--- config.mk ---
export PLATFORM = sky130hd
export DESIGN_NAME = pipe_skid_stage
export DESIGN_NICKNAME = d
export VERILOG_FILES = /design/src/rtl/pipe_pkg.sv /design/src/rtl/pipe_skid_stage_sat_counter.sv /design/src/rtl/pipe_skid_stage.sv
export SDC_FILE = /design/constraint.sdc
export NUM_CORES = 1
export LEC_CHECK = 0
export CELL_PAD_IN_SITES_DETAIL_PLACEMENT = 1
export CELL_PAD_IN_SITES_GLOBAL_PLACEMENT = 1
export CORE_MARGIN = 5
export CORE_UTILIZATION = 35
export DETAILED_ROUTE_END_ITERATION = 10
export MAX_ROUTING_LAYER = met4
export PLACE_DENSITY = 0.75
export SLEW_MARGIN = 15
export SYNTH_ARGS = -nofsm -noshare
export SYNTH_HDL_FRONTEND = slang
export SYNTH_HIERARCHICAL = 1
export SYNTH_SLANG_ARGS = --single-unit
export TNS_END_PERCENT = 5
--- constraint.sdc ---
create_clock -name reloj -period 2.92 [get_ports reloj]
set_input_delay 0.438 -clock reloj [delete_from_list [all_inputs] [get_ports reloj]]
set_output_delay 0.438 -clock reloj [all_outputs]
set_load 0.01 [all_outputs]
--- src/rtl/pipe_pkg.sv ---
`default_nettype none
// ============================================================================
// Package     : pipe_pkg
// Description : Shared types and constants for the inter-stage pipeline
//               registers: occupancy state encoding, the NOP bubble pattern
//               and the in_ready decode helper.
// Revision    : 1.0 - initial release
// ============================================================================
package pipe_pkg;

  // Occupancy of the stage; encoding 2'd3 is unused and treated as EMPTY.
  typedef enum logic [1:0] {
    ST_EMPTY = 2'd0,
    ST_ONE   = 2'd1,
    ST_TWO   = 2'd2
  } state_t;

  // All-zero word decodes as a MIPS NOP (sll $0,$0,0).
  localparam logic [31:0] NOP_INSTR = 32'h0000_0000;

  // The stage can take a new entry unless both slots are occupied.
  function automatic logic ready_for(input state_t s);
    return (s != ST_TWO);
  endfunction

endpackage : pipe_pkg
`default_nettype wire

--- src/rtl/pipe_skid_stage_sat_counter.sv ---
`default_nettype none
// ============================================================================
// Module      : sat_counter
// Description : Up-counter that sticks at its maximum value instead of
//               wrapping. clr takes priority over inc.
// Revision    : 1.0 - initial release
// ============================================================================
module sat_counter #(
  parameter int CNT_W = 16
) (
  input  logic             clk,
  input  logic             clr,
  input  logic             inc,
  output logic [CNT_W-1:0] q
);

  logic [CNT_W-1:0] cnt_q;
  logic [CNT_W-1:0] cnt_d;

  // Next count: clear, hold at all-ones, or step by one.
  always_comb begin
    cnt_d = cnt_q;
    if (clr) begin
      cnt_d = '0;
    end else if (inc && (cnt_q != {CNT_W{1'b1}})) begin
      cnt_d = cnt_q + CNT_W'(1);
    end
  end

  // Count register.
  always_ff @(posedge clk) begin
    cnt_q <= cnt_d;
  end

  assign q = cnt_q;

endmodule : sat_counter
`default_nettype wire

--- src/rtl/pipe_skid_stage.sv ---
`default_nettype none
// ============================================================================
// Module      : pipe_skid_stage
// Description : Inter-stage pipeline register with valid/ready handshake and
//               a two-entry skid buffer. in_ready is registered so there is
//               no combinational path from out_ready to in_ready. Supports
//               flush-to-bubble and saturating stall/flush counters.
// Revision    : 1.0 - initial release
// ============================================================================
module pipe_skid_stage
  import pipe_pkg::*;
#(
  parameter int               WIDTH     = 64,
  parameter logic [WIDTH-1:0] RESET_VAL = WIDTH'(NOP_INSTR),
  parameter int               CNT_W     = 16
) (
  input  logic             reloj,
  input  logic             reset,
  input  logic             flush,
  input  logic             in_valid,
  output logic             in_ready,
  input  logic [WIDTH-1:0] in_data,
  output logic             out_valid,
  input  logic             out_ready,
  output logic [WIDTH-1:0] out_data,
  output logic [CNT_W-1:0] stall_cnt,
  output logic [CNT_W-1:0] flush_cnt
);

  state_t           state_q,      state_d;
  logic [WIDTH-1:0] main_data_q,  main_data_d;
  logic             main_valid_q, main_valid_d;
  logic [WIDTH-1:0] skid_data_q,  skid_data_d;
  logic             skid_valid_q, skid_valid_d;
  logic             in_ready_q,   in_ready_d;

  logic accept;
  logic pop;

  assign accept = in_valid & in_ready_q;
  assign pop    = main_valid_q & out_ready;

  // Occupancy transitions; flush overrides everything except reset.
  always_comb begin
    state_d      = state_q;
    main_data_d  = main_data_q;
    main_valid_d = main_valid_q;
    skid_data_d  = skid_data_q;
    skid_valid_d = skid_valid_q;

    case (state_q)
      ST_EMPTY: begin
        if (accept) begin
          main_data_d  = in_data;
          main_valid_d = 1'b1;
          state_d      = ST_ONE;
        end
      end
      ST_ONE: begin
        if (pop && accept) begin
          // Back-to-back replace keeps full throughput with no bubble.
          main_data_d = in_data;
        end else if (pop) begin
          main_data_d  = RESET_VAL;
          main_valid_d = 1'b0;
          state_d      = ST_EMPTY;
        end else if (accept) begin
          // in_ready was already high, so the beat lands in the skid slot.
          skid_data_d  = in_data;
          skid_valid_d = 1'b1;
          state_d      = ST_TWO;
        end
      end
      ST_TWO: begin
        if (pop) begin
          main_data_d  = skid_data_q;
          skid_data_d  = RESET_VAL;
          skid_valid_d = 1'b0;
          state_d      = ST_ONE;
        end
      end
      default: begin
        // Unused encoding recovers to an empty, bubble-driving stage.
        state_d      = ST_EMPTY;
        main_data_d  = RESET_VAL;
        main_valid_d = 1'b0;
        skid_data_d  = RESET_VAL;
        skid_valid_d = 1'b0;
      end
    endcase

    if (flush) begin
      state_d      = ST_EMPTY;
      main_data_d  = RESET_VAL;
      main_valid_d = 1'b0;
      skid_data_d  = RESET_VAL;
      skid_valid_d = 1'b0;
    end

    in_ready_d = ready_for(state_d);
  end

  // State, payload and registered in_ready.
  always_ff @(posedge reloj) begin
    if (reset) begin
      state_q      <= ST_EMPTY;
      main_data_q  <= RESET_VAL;
      main_valid_q <= 1'b0;
      skid_data_q  <= RESET_VAL;
      skid_valid_q <= 1'b0;
      in_ready_q   <= 1'b1;
    end else begin
      state_q      <= state_d;
      main_data_q  <= main_data_d;
      main_valid_q <= main_valid_d;
      skid_data_q  <= skid_data_d;
      skid_valid_q <= skid_valid_d;
      in_ready_q   <= in_ready_d;
    end
  end

  assign in_ready  = in_ready_q;
  assign out_valid = main_valid_q;
  assign out_data  = main_data_q;

  // skid_valid_q mirrors state==TWO; kept as an explicit register for debug.
  logic unused_skid_valid;
  assign unused_skid_valid = skid_valid_q;

  sat_counter #(.CNT_W(CNT_W)) u_stall_cnt (
    .clk (reloj),
    .clr (reset),
    .inc (main_valid_q & ~out_ready),
    .q   (stall_cnt)
  );

  sat_counter #(.CNT_W(CNT_W)) u_flush_cnt (
    .clk (reloj),
    .clr (reset),
    .inc (flush),
    .q   (flush_cnt)
  );

endmodule : pipe_skid_stage
`default_nettype wire

==> metrics.txt <==
Syn Inst Count=734; starting density of the core=0.354; Crit Path Class=primary input to flip-flop; total power=5.00 mW; Slew Viols, Final=0; CTS Hold Bufs=0; PortBufs=166; Iter 0 DRT Violations=316; max_cap viols=0; average wire per standard cell=18.2 um; Seq cells post-synth=164; Die W=153 um; final setup violation count=0; normalized max-slew margin=0.453; Final Non-Filler Cells=1156; grt total ovfl=0; worst-path fanout max=11; die height=153 um; antenna violations before repair=1; post-route cell area=9670 sq um; row count=52; Placed Instance Area=9080 sq um; post-cts sizing count=0; Final Core Density=0.481; dpl hpwl=13.6 mm; Clock Skews=9.91 ps; Mapped Avg Cell Area=9.70 sq um; # clock sinks=164; Peak Freq=484 MHz; Final GP Congestion=0.760; worst slew pin tran=820 ps; Seq/Total Area, Yosys=0.461; Worst setup SP type=primary input; Final Hold Fails=0; Mapped Area=7120 sq um; die area=23300 sq um; crit end category=flip-flop; Detailed Route WL=21.1 mm; core box area=20100 sq um; PD cells=517 nW/um^2; Distinct cells, synth=48; Clock Root Buffer=clkbuf_16; placed cells=1122; pin count of the biggest net entering global routing=129; synth warn=6; most common cell after layout, fill and taps aside=clkdlybuf4s50_1; CTS tree=built; fin crit period=2070 ps; clk slew on worst S/H paths=60 ps; DRC viols=0; setup tns final=0 ps; layout cells sized above 1=0.0837; Max H-tree Level=4; vias in the first global route=6392; P&R area growth vs syn=35.9%; syn_nets=805; worst hold path class=flip-flop to flip-flop; DR vias=6269; maximum vdd drop=0.385 mV; Num CTS Buffers=17; status=finished clean; Post-CTS Setup Repair Bufs=0; Synth async-reset ratio=0; Main synth FF type=dfxtp_1; commonest non-fill, non-tap cells in the layout=clkdlybuf4s50_1, dfxtp_1, nand2_1; critical path required time=3230 ps; GRT Overall Usage=0.183; clock network latency to the later pin of the worst-skew pair=420 ps; arrival time worst endpoint=2370 ps; Pleak=3.04 nW; first-pass GRT wire length=34.6 mm; I/O Pins=167; post-route antenna net violation count=0; Via density=5.42; final worst path period share=0.707; nets=942; clock buffer depth=2; drt first pass iters=4; EDFF count, synth=0; RSZ-0062 raised after global routing=false
==> metal layers <==
| layer | vias up | wire [um] | track usage |
|---|---|---|---|
| li1 | 3023 | - | - |
| met1 | 3101 | 10100 | 0.245 |
| met2 | 128 | 9670 | 0.280 |
| met3 | 17 | 991 | 0.0457 |
| met4 | 0 | 264 | 0.0420 |
| met5 | - | 0 | - |
==> cell families after synthesis <==
logic type / count (synthesis) / share of synthesized area
XOR/XNOR: 4 / 0.00492
flip-flops: 164 / 0.461
multiplexers: 69 / 0.0974
AND/OR/NAND/NOR: 243 / 0.171
adder cells (fa/ha/maj): 2 / 0.00352
AO/OA/AOI/OAI: 181 / 0.214
buffers and inverters: 71 / 0.0475
==> layout make-up <==
type / count / area (sq um)
Antenna cell: 2 / 5.00
Clock buffer: 20 / 467
Clock inverter: 12 / 120
Fill cell: 2218 / 10400
Inverter: 7 / 26.3
Multi-Input combinational cell: 499 / 3530
Sequential cell: 164 / 3280
Tap cell: 270 / 338
Timing Repair Buffer: 182 / 1910
==> cells in the mapped netlist, types with 3 or more instances <==
cell       number  area share
nand3b_1        3      0.0032
buf_1           4      0.0021
a32oi_1        64       0.079
and4_1          6      0.0074
or3_1           6      0.0053
mux2i_1        67       0.094
o2bb2ai_1      54       0.066
buf_2          14      0.0098
nand4_1         6      0.0053
nand3_1        12      0.0084
nor2_1         14      0.0074
o21ai_0         9      0.0063
nor2b_1         5      0.0044
a21oi_1        22       0.015
clkbuf_1       39       0.021
o2bb2ai_2      10       0.021
nor3_1          9      0.0063
dfxtp_1       164        0.46
buf_6           4      0.0063
or4_1          14       0.015
nor4_1          4      0.0035
nand2_1       145       0.076
o31ai_1        12       0.013
xnor2_1         4      0.0049
and3_1          4      0.0035
inv_1           7      0.0037
==> metrics by stage <==
stage | hold WS, ps | worst slack, ps
2_1_floorplan | 434 | 1230
3_3_place_gp | 441 | 535
3_5_place_dp | 447 | 442
4_1_cts | 463 | 897
6_report | 461 | 854
5_1_grt | 476 | 780
==> state kept, by name, summed over array words and instances (netlist names) <==
name and count:
skid_data_q 64, out_data 64, out_valid 1, in_ready 1
u_flush_cnt/q 16, state_q 2, u_stall_cnt/q 16
==> report_power, final <==
part | internal (mW) | switching [mW]
sequential | 2.27 | 0.0294
clock | 1.26 | 0.977
combinational | 0.228 | 0.235
==> critical path: stages <==
cell	delay (ps)
clkdlybuf4s50_1	490
nor2b_1	400
nand2_1	320
nor4bb_1	370
mux2_2	360
==> worst paths after layout <==
| check | startpoint | to | slack, ps | cells past startpoint |
|---|---|---|---|---|
| setup reg to reg | out_valid$_SDFFE_PP0P_ | u_stall_cnt/q[11]$_SDFFE_PP0P_ | 890 | 4 |
| hold reg to reg | skid_data_q[24]$_SDFFE_PP0P_ | skid_data_q[24]$_SDFFE_PP0P_ | 460 | 2 |
| setup / recovery | out_ready | u_stall_cnt/q[11]$_SDFFE_PP0P_ | 850 | 5 |
| hold / removal | skid_data_q[24]$_SDFFE_PP0P_ | skid_data_q[24]$_SDFFE_PP0P_ | 460 | 2 |
No activity file was read; power rests on OpenSTA's default activity.
==> patch (config.mk and constraints unchanged) <==
The parameter `WIDTH` goes from 64 to 56.
--- a/src/rtl/pipe_skid_stage.sv
+++ b/src/rtl/pipe_skid_stage.sv
@@ -10,7 +10,7 @@
 module pipe_skid_stage
   import pipe_pkg::*;
 #(
-  parameter int               WIDTH     = 64,
+  parameter int               WIDTH     = 56,
   parameter logic [WIDTH-1:0] RESET_VAL = WIDTH'(NOP_INSTR),
   parameter int               CNT_W     = 16
 ) (
Interface: changed (resized in_data and out_data); port bits go from 167 to 151. No check against the original RTL was run, so the function may have changed too.
==> patch against the original RTL <==
Synthesized area decreased by 6.2%; critical path depth unchanged; combinational power decreased by 8.2%; final area decreased by 7.8%; synthesized cell count decreased by 8.6%; routed wire length decreased by 3.9%; via count decreased by 7.7%; total power decreased by 7.6%; sequential cell count decreased by 16; worst setup slack got worse by 0.0018 ns.
==> patch: results <==
export IMPL_status="complete, no violations"
export IMPL_synth_area_top_cells="dfxtp_1, o2bb2ai_2, mux2i_1"
export IMPL_synth_seq_area_share=0.444
export IMPL_place_gp_congestion=0.835
export IMPL_grt_use_total=0.190
export IMPL_r2r_start="u_stall_cnt/q[1]"
export IMPL_synthTopCellsByCount="dfxtp_1, nand2_1, mux2i_1"
export IMPL_clock_skew_ns=0.0109
export IMPL_dpl_cell_area_um2=8350
export IMPL_leakagePower_nw=2.81
export IMPL_grt_pass1_vias=6279
export IMPL_nNetsFinal=857
export IMPL_firstDrtPassIters=5
export IMPL_dp_hpwl_um=13400
export IMPL_r2r_slack_ns=0.85
export IMPL_maxSlewHeadroom=0.438
export IMPL_layout_drive_gt1_share=0.122
export IMPL_vias=5789
export IMPL_final_cells=1041
export IMPL_crit_start="u_stall_cnt/q[1]"
export IMPL_crit_path_top_delay_cell="nor4_4"
export IMPL_critical_path_max_stage_delay_ns=0.65
export IMPL_switching_share=0.245
export IMPL_rr_worst_depth=5
export IMPL_hp_start="skid_data_q[10]"
export IMPL_avgSynthCellArea_um2=9.95
export IMPL_num_fill_cells=2043
export IMPL_grt_max_degree=61
export IMPL_path_class="flip-flop to flip-flop"
export IMPL_finalWirelength_um=20200
[patch: cell count changes after synthesis, moves of 8 or more]
cell / delta
mux2i_1: -8
clkbuf_1: -10
o2bb2ai_1: -38
a32oi_1: -8
o2bb2ai_2: +30
dfxtp_1: -16
nand2_1: -16
[patch: worst min-delay path: stages (launching register included)]
cell and delay (ns):
dfxtp_1 0.31, nand2_1 0.05, mux2i_1 0.05
[patch: area by class of cell]
cell class                 instances  area [µm²]  share of cell area
antenna                            1        2.50            0.000281
clock buffer                      20         467              0.0523
clock inverter                    11         103              0.0115
inverter                           7        26.3             0.00295
multi-input combinational        459        3420               0.383
sequential                       148        2960               0.332
tap                              234         293              0.0328
timing repair buffer             161        1650               0.185
[patch: per-layer routing]
metal,up-vias,GRT usage,wire length (µm)
met4,0,0.0453,156
li1,2767,-,-
met3,14,0.0509,999
met1,2876,0.233,9130
met2,132,0.316,9940
met5,-,-,0
[patch: cells by family (layout without fill, tap and decap cells)]
| logic type | count (synthesis) | after routing | synth area share |
|---|---|---|---|
| buffers and inverters | 64 | 199 | 0.0508 |
| AO/OA/AOI/OAI | 165 | 165 | 0.234 |
| flip-flops | 148 | 148 | 0.444 |
| XOR/XNOR | 4 | 4 | 0.00525 |
| adder cells (fa/ha/maj) | 2 | 2 | 0.00375 |
| AND/OR/NAND/NOR | 227 | 227 | 0.171 |
| multiplexers | 61 | 61 | 0.0918 |
| other | 0 | 1 | 0 |
[patch: through the flow]
stage / hold slack (ns) / setup slack (ns) / power, W
2_1_floorplan: 0.434 / 1.23 / 0.00234
3_3_place_gp: 0.442 / 0.584 / 0.00254
3_5_place_dp: 0.452 / 0.525 / 0.00255
4_1_cts: 0.464 / 0.874 / 0.00467
5_1_grt: 0.486 / 0.693 / 0.00480
6_report: 0.462 / 0.853 / 0.00462
[patch: worst min-delay path by stage]
stage | slack (ns) | endpoint | cells past startpoint
floorplan | 0.43 | skid_data_q[42] | 2
global placement | 0.44 | skid_data_q[44] | 2
detailed placement | 0.45 | skid_data_q[13] | 2
CTS | 0.46 | skid_data_q[5] | 2
global route | 0.49 | skid_data_q[20] | 2
finish | 0.46 | skid_data_q[10] | 2
[patch: power groups by stage]
stage / Sequential, W / Combinational (W) / Clock (W)
final: 0.00208 / 0.000425 / 0.00211
after global routing: 0.00209 / 0.000457 / 0.00226
after CTS: 0.00208 / 0.000429 / 0.00216
after detailed placement: 0.00213 / 0.000426 / 0
after global placement: 0.00213 / 0.000414 / 0
after floorplan: 0.00213 / 0.000203 / 0
